## config.mk

```make
export PLATFORM = sky130hd
export DESIGN_NAME = branch_predict_resolve
export DESIGN_NICKNAME = d
export VERILOG_FILES = /design/src/rtl/branch_predict_resolve.sv
export SDC_FILE = /design/constraint.sdc
export NUM_CORES = 1
export LEC_CHECK = 0
export CORE_MARGIN = 2
export CORE_UTILIZATION = 45
export DETAILED_ROUTE_END_ITERATION = 8
export PLACE_DENSITY = 0.7
export SLEW_MARGIN = 20
export SYNTH_ARGS = -nofsm -noshare
export SYNTH_HDL_FRONTEND = slang
export SYNTH_SLANG_ARGS = --single-unit
```

## constraint.sdc

```tcl
create_clock -name clk_i -period 7 [get_ports clk_i]
set_input_delay 1.05 -clock clk_i [delete_from_list [all_inputs] [get_ports clk_i]]
set_output_delay 1.05 -clock clk_i [all_outputs]
set_load 0.01 [all_outputs]
```

## src/rtl/branch_predict_resolve.sv

```systemverilog
// branch_predict_resolve: execute-stage branch resolution with a 2-bit counter BHT and perf counters.
module branch_predict_resolve #(
  parameter int XLEN = 32,
  parameter int BHT_ENTRIES = 64,
  parameter int IDX_W = $clog2(BHT_ENTRIES),
  parameter logic [1:0] INIT_STATE = 2'b01,
  parameter int PERF_W = 32
) (
  input  logic              clk_i,
  input  logic              rst_i,
  input  logic [XLEN-1:0]   fetch_pc_i,
  output logic              pred_taken_o,
  input  logic              ex_valid_i,
  input  logic              flush_i,
  input  logic [XLEN-1:0]   ex_pc_i,
  input  logic [XLEN-1:0]   in1_i,
  input  logic [XLEN-1:0]   in2_i,
  input  logic [2:0]        bj_sel_i,
  input  logic              ex_pred_taken_i,
  output logic              PC_sel_o,
  output logic              mispredict_o,
  output logic              res_valid_o,
  output logic [PERF_W-1:0] branch_cnt_o,
  output logic [PERF_W-1:0] mispredict_cnt_o
);
  logic [1:0] r_bht [BHT_ENTRIES];
  logic r_pc_sel, r_mispredict, r_res_valid;
  logic [PERF_W-1:0] r_branch_cnt, r_mispredict_cnt;
  logic w_eq, w_lts, w_ltu, w_taken, w_acc, w_cond, w_mis, w_unused;
  logic [7:0] w_dec;
  logic [IDX_W-1:0] w_fidx, w_eidx;
  logic [1:0] w_cur;
  assign w_eq  = in1_i == in2_i;
  assign w_lts = $signed(in1_i) < $signed(in2_i);
  assign w_ltu = in1_i < in2_i;
  // bit n of w_dec is the outcome for bj_sel_i == n
  assign w_dec   = {~w_ltu, w_ltu, ~w_lts, w_lts, 1'b1, 1'b0, ~w_eq, w_eq};
  assign w_taken = w_dec[bj_sel_i];
  assign w_acc   = ex_valid_i & ~flush_i;
  assign w_cond  = bj_sel_i[2] | ~bj_sel_i[1];
  assign w_mis   = w_taken ^ ex_pred_taken_i;
  assign w_fidx  = fetch_pc_i[IDX_W+1:2];
  assign w_eidx  = ex_pc_i[IDX_W+1:2];
  assign w_cur   = r_bht[w_eidx];
  assign pred_taken_o = r_bht[w_fidx][1];
  assign w_unused = ^{fetch_pc_i, ex_pc_i};
  always_ff @(posedge clk_i) begin
    if (rst_i) begin
      for (int i = 0; i < BHT_ENTRIES; i++) r_bht[i] <= INIT_STATE;
      r_pc_sel <= 1'b0;
      r_mispredict <= 1'b0;
      r_res_valid <= 1'b0;
      r_branch_cnt <= '0;
      r_mispredict_cnt <= '0;
    end else begin
      r_res_valid <= w_acc;
      r_mispredict <= w_acc & w_mis;
      if (w_acc) r_pc_sel <= w_taken;
      if (w_acc && w_cond)
        r_bht[w_eidx] <= w_taken ? ((&w_cur) ? w_cur : w_cur + 2'd1)
                                 : ((|w_cur) ? w_cur - 2'd1 : w_cur);
      if (w_acc && w_cond && ~&r_branch_cnt) r_branch_cnt <= r_branch_cnt + PERF_W'(1);
      if (w_acc && w_mis && ~&r_mispredict_cnt) r_mispredict_cnt <= r_mispredict_cnt + PERF_W'(1);
    end
  end
  assign PC_sel_o = r_pc_sel;
  assign mispredict_o = r_mispredict;
  assign res_valid_o = r_res_valid;
  assign branch_cnt_o = r_branch_cnt;
  assign mispredict_cnt_o = r_mispredict_cnt;
endmodule
```

==> out/metrics.cfg, run 1 <==
[status]
status=complete, no violations

[synth]
ys_ff_latch=195
yosysSeqAreaShare_pct=44.57
synth_edf_count=128
yosys_warnings=0
ys.flop_type=edfxtp_1
synth.distinct_cells=77
async_reset_ff_share_pct=0
syn_avg_cell_area_um2=9.776
syn_area_mm2=0.01163
postSynthCellCount=1190
syn_nets=1360

[worst_setup_path]
crit_path_end_kind=output port
startpoint_type=primary input
critPathKind=in -> out
critical_path.max_fanout=16
arrival_ns=4.17
cp.required_ns=5.95

[clock_tree]
cts_root_buf=clkbuf_16
ctsHoldBuffers=0
post_cts_buffers=0
cts_tree=done
cts.sinks=195
clkLatencyLatePin_ns=0.45
cts_buffer_depth=2
cts_buffers=17
clk_pin_slew_ns=0.08
cts_max_level=4
post_cts_resized=0

[pwr]
p_int_mw=1.909
p_sw_share_pct=28.51
pwr-share-comb_pct=14.8
pwr-share-clk_pct=38.5
p_seq_share_pct=46.7
power_density_mw_per_mm2=192.4
vdd_drop_max_mv=0.1668
leakage_nw=4.627
switchingPower_mw=0.7615
power_mw=2.671

[floorplanning]
core_area_mm2=0.02525
die_w_um=164.8
ios=204
rows=58
die_h_um=164.8
initial_utilization_pct=46.07
die_area_mm2=0.02715

[detailed_routing]
drc_errors=0
met1_length_um=12450
dr_wl_met2_um=15630
num_vias=10030
wl_met3_um=3516
drt-total-wl_um=32660
first_pass_iters=6
detail-route-antenna-nets=0
drtIter0Drc=934
top_layer=met4
vias_per_cell=6.158
wl_per_cell_um=20.05

[placed_design]
gp_congestion=0.8604
dp_hpwl_um=22490
dp_cells=1597
port_buffers=151
placement.setup.worst_slack_ns=1.706

[finish]
final_cell_mix=clkdlybuf4s50_1 (149), edfxtp_1 (128), nor2_1 (103)
layout-drive-gt1-share_pct=9.854
syn_to_final_growth_pct=19.28
diodes=0
fin_cells=1629
filler_cell_count=2248
layout_commonest_cell=clkdlybuf4s50_1
fin_nets=1456

[timing]
finalSetupViolations=0
fmax_mhz=191.4
slew_violations=0
setup_slack_ns=1.776
rsz0062_at_grt=no
slew_headroom_pct=33.00
worst_pin_slew_ns=1.005
period_needed_ns=5.224
finClkSkew_ns=0.02084
hold_viol=0
tns_ns=0
final.period_utilization_pct=74.63

[global_route]
grt_pass1_wl_um=51980
gr-usage-all-layers_pct=24.66
grt-ovfl-total=0
grt_pass1_vias=9803
antenna_found_initial=0
grt_max_degree=98

[run]
drv_cap=0

[worst_hold_path]
hp-class=reg -> reg

## per-stage QoR
step                hold slack (ns)  cell area, um2  utilization [%]
floorplan                    0.5025           11630                -
global placement             0.4796           13260            52.49
detailed placement           0.4917           13260            52.49
CTS                          0.5042           13880            54.95
global route                 0.5373           13880            54.95
finish                       0.5054           13880            54.95
## kinds of logic (layout without fill, tap and decap cells)
family,Yosys count,count (layout),share of synthesized area (%)
compound gates,194,194,10.69
xor+xnor,20,20,1.506
fa+ha+maj,36,36,3.850
buf+inv,135,244,5.485
flops,195,195,44.57
mux,90,90,10.86
simple gates,520,520,23.04
## layout make-up
cell class                      instances  area (um2)  area share [%]
Clock buffer                           17       425.4           3.066
Clock inverter                         15       195.2           1.407
Inverter                               44       165.2           1.190
Multi-Input combinational cell        860        5827           41.99
Sequential cell                       195        5185           37.36
Tap cell                              330       412.9           2.975
Timing Repair Buffer                  168        1667           12.01
## sequential cells by signal, indices dropped and copies added, names as in the netlist
register	count
r_bht	128
branch_cnt_o	32
mispredict_cnt_o	32
PC_sel_o	1
mispredict_o	1
res_valid_o	1
## critical path: stages
cell and delay (ns):
clkdlybuf4s50_1 1.13, mux4_2 0.43, mux4_2 0.56, mux4_2 0.50
clkdlybuf4s50_1 0.50
## per-layer routing
metal | GRT usage, % | vias up
li1 | - | 4625
met5 | 0 | -
met4 | 9.802 | 0
met3 | 7.157 | 87
met2 | 40.81 | 528
met1 | 30.38 | 4792
## worst paths after layout
check                                      from                            end  slack [ns]  cells after the start
setup / recovery                  fetch_pc_i[3]                   pred_taken_o        1.78                      5
hold / removal    branch_cnt_o[29]$_SDFFE_PP0P_  branch_cnt_o[29]$_SDFFE_PP0P_        0.51                      2
setup reg to reg     r_bht[58][1]$_SDFFCE_PN0P_     r_bht[27][0]$_SDFFCE_PN1P_        3.88                      9
hold reg to reg   branch_cnt_o[29]$_SDFFE_PP0P_  branch_cnt_o[29]$_SDFFE_PP0P_        0.51                      2
## synth_stat cells (11+ instances only)
master | number | area [um2]
nor2_1 | 103 | 386.6
nand2_1 | 89 | 334.1
inv_1 | 44 | 165.2
o21ai_0 | 68 | 340.3
nand3_1 | 102 | 510.5
a21oi_1 | 39 | 195.2
dfxtp_1 | 67 | 1341
ha_1 | 34 | 425.4
nor2b_1 | 37 | 231.5
xnor2_1 | 11 | 96.34
buf_6 | 13 | 146.4
edfxtp_1 | 128 | 3844
nor3_1 | 65 | 325.3
mux4_2 | 25 | 563.0
and3_1 | 23 | 143.9
mux2_2 | 26 | 292.8
mux2i_1 | 28 | 280.3
nand4_1 | 30 | 187.7
or3_1 | 16 | 100.1
a221oi_1 | 14 | 122.6
clkbuf_1 | 58 | 217.7
## power groups by stage
stage	clock [mW]	sequential (mW)	combinational [mW]
5_1_grt	1.09	1.25	0.427
3_3_place_gp	0	1.27	0.385
6_report	1.03	1.25	0.396
4_1_cts	1.03	1.25	0.394
3_5_place_dp	0	1.27	0.392
2_1_floorplan	0	1.27	0.280
Power figures use the tool's default switching activity.
==> run 2: changes to the inputs <==
--- a/config.mk
+++ b/config.mk
@@ -8,7 +8,7 @@
 export CORE_MARGIN = 2
 export CORE_UTILIZATION = 45
 export DETAILED_ROUTE_END_ITERATION = 8
-export PLACE_DENSITY = 0.7
+export PLACE_DENSITY = 0.73
 export SLEW_MARGIN = 20
 export SYNTH_ARGS = -nofsm -noshare
 export SYNTH_HDL_FRONTEND = slang
==> constraint.sdc (replaced) <==
create_clock -name clk_i -period 4.3 [get_ports clk_i]
set_input_delay 0.645 -clock clk_i [delete_from_list [all_inputs] [get_ports clk_i]]
set_output_delay 0.645 -clock clk_i [all_outputs]
set_load 0.01 [all_outputs]
==> run 2 against run 1 <==
Effect of this change: combinational power is 72% higher; critical path depth is 1 higher; highest routed layer unchanged; largest cell class unchanged; sequential power is 62% higher; via count is 0.82% higher.
==> out/metrics.cfg, run 2 (synthesized netlist as in run 1, its figures left out) <==
[status]
status=complete, no violations

[timing]
rsz0062_at_grt=no
slew_headroom_pct=35.47  ; +2.5 points
final.period_utilization_pct=94.15
worst_pin_slew_ns=0.9679  ; -0.03719 ns
slew_violations=0  ; unchanged
fmax_mhz=247.0
tns_ns=0  ; unchanged
period_needed_ns=4.048
finClkSkew_ns=0.01452  ; -0.006321 ns
hold_viol=0  ; unchanged
finalSetupViolations=0  ; unchanged

[finish]
syn_to_final_growth_pct=20.77
top_register=r_bht
fin_area_mm2=0.01405  ; +1.2%
layout-drive-gt1-share_pct=11.14  ; +1.3 points
multi_input_area_mm2=0.005822  ; about the same
filler_cell_count=2199  ; -2.2%
final_cell_mix=clkdlybuf4s50_1 (149), edfxtp_1 (128), nor2_1 (103)
fin_cells=1651  ; +1.4%
largest_reg_flops=128  ; unchanged
layout.area.seq_mm2=0.005185  ; unchanged
layout_commonest_cell=clkdlybuf4s50_1
fin_nets=1477  ; +1.4%

[worst_setup_path]
arrival_ns=3.40  ; -0.77 ns
path_cells=clkdlybuf4s50_1, buf_12, mux4_2, mux4_2, mux4_2, clkdlybuf4s50_1
r2r_setup_slack_ns=1.35  ; -2.53 ns
critPathKind=in -> out
slowest_delay_ns=0.54  ; -0.59 ns
critical_path.max_fanout=16  ; unchanged
reg2reg_from=mispredict_cnt_o[13]$_SDFFE_PP0P_
cpMostUsedCell=mux4_2
reg2regPathDepth=8  ; -1
cp_slowest_cell=mux4_2
reg2reg_to=mispredict_cnt_o[30]$_SDFFE_PP0P_
startpoint_type=primary input
crit_path_end_kind=output port
cp.required_ns=3.65  ; -2.30 ns

[floorplanning]
die_area_mm2=0.02715  ; unchanged
initial_utilization_pct=46.07  ; unchanged
rows=58  ; unchanged
ios=204  ; unchanged
core_area_mm2=0.02525  ; unchanged
die_h_um=164.8  ; unchanged
die_w_um=164.8  ; unchanged

[detailed_routing]
drtIter0Drc=1098  ; +18%
first_pass_iters=5  ; -1
drt-total-wl_um=32970  ; +0.93%
drc_errors=0  ; unchanged
vias_per_cell=6.126  ; -0.53%
detail-route-antenna-nets=0  ; unchanged
num_vias=10110  ; +0.82%
wl_per_cell_um=19.97  ; -0.41%

[placed_design]
port_buffers=151  ; unchanged
gp_congestion=0.8727  ; +1.4%
dp_hpwl_um=22700  ; +0.92%
place_area_mm2=0.01346  ; +1.5%
dp_cells=1618  ; +1.3%

[global_route]
grt_pass1_vias=9728  ; -0.77%
grt-ovfl-total=0  ; unchanged
gr-usage-all-layers_pct=24.48  ; -0.18 points
grt_pass1_wl_um=51230  ; -1.4%
antenna_found_initial=1  ; +1
grt_max_degree=97  ; -1.0%

[clock_tree]
cts_max_level=4  ; unchanged
clkLatencyLatePin_ns=0.45  ; about the same
cts_tree=done
ctsHoldBuffers=0  ; unchanged
clk_pin_slew_ns=0.07  ; about the same
post_cts_buffers=0  ; unchanged
cts_root_buf=clkbuf_16
cts_buffer_depth=2  ; unchanged
cts.sinks=195  ; unchanged
post_cts_resized=0  ; unchanged
cts_buffers=17  ; unchanged

[pwr]
vdd_drop_max_mv=0.2560  ; +53%
power_density_mw_per_mm2=306.0  ; +59%
leakage_nw=4.726  ; +2.1%

[run]
drv_cap=0  ; unchanged

[worst_hold_path]
hp-class=reg -> reg
holdPathEnd=branch_cnt_o[1]$_SDFFE_PP0P_
hold_depth=2  ; unchanged
min-delay-start=branch_cnt_o[1]$_SDFFE_PP0P_

[run 2: cell types whose count changed in the layout (fill, tap and decap cells not counted), sizes merged]
cell,delta
diode,+1
bufinv,-1
inv,-3
buf,+21
clkinvlp,+1
clkinv,+3
[run 2: area by class of cell]
cell class,count,share of cell area [%]
Tap cell,330,2.939
Sequential cell,195,36.90
Clock buffer,17,3.028
Antenna cell,1,0.01781
Inverter,44,1.176
Clock inverter,15,1.158
Multi-Input combinational cell,860,41.44
Timing Repair Buffer,189,13.34
[run 2: metrics by stage]
| stage | setup slack [ns] | power (mW) | hold WS (ns) | util (%) |
|---|---|---|---|---|
| floorplan | 0.5695 | 2.523 | 0.5025 | - |
| CTS | 0.2296 | 4.289 | 0.4922 | 55.62 |
| global placement | 0.09847 | 2.731 | 0.4769 | 53.29 |
| finish | 0.2516 | 4.299 | 0.4941 | 55.63 |
| detailed placement | 0.03596 | 2.742 | 0.4796 | 53.29 |
| global route | 0.2194 | 4.423 | 0.5208 | 55.62 |
[run 2: how the worst max path moves through the flow]
stage,startpoint,end,slack [ns]
finish,fetch_pc_i[2],pred_taken_o,0.25
global route,fetch_pc_i[2],pred_taken_o,0.22
global placement,in2_i[23],r_bht[9][0]$_SDFFCE_PN1P_,0.1
floorplan,fetch_pc_i[2],pred_taken_o,0.57
detailed placement,in2_i[23],r_bht[17][0]$_SDFFCE_PN1P_,0.04
CTS,fetch_pc_i[2],pred_taken_o,0.23
[run 2: critical path: cells and delay by family]
kind     cells  cell delay, ns
mux          3            1.54
buf+inv      3            1.21
[run 2: per-layer routing]
metal,track usage [%],up-vias,share of wire (%)
li1,-,4661,-
met1,30.66,4849,39
met2,40.15,533,48
met3,7.609,71,11
met4,8.498,0,2.4
met5,0,-,0
[run 2: where the power goes]
group          switching (mW)  leakage (nW)  internal, mW
Sequential             0.0169          1.65          2.01
Clock                   0.810         0.283         0.778
Combinational           0.410          2.79         0.271
Total                    1.24          4.73          3.06
==> run 3: changes to the inputs <==
--- a/config.mk
+++ b/config.mk
@@ -7,6 +7,7 @@
 export LEC_CHECK = 0
 export CORE_MARGIN = 2
 export CORE_UTILIZATION = 45
+export CTS_CLUSTER_DIAMETER = 100
 export DETAILED_ROUTE_END_ITERATION = 8
 export PLACE_DENSITY = 0.73
 export SLEW_MARGIN = 20
==> results of run 3 <==
Final layout, timing and power as in run 2 (identical DEF).
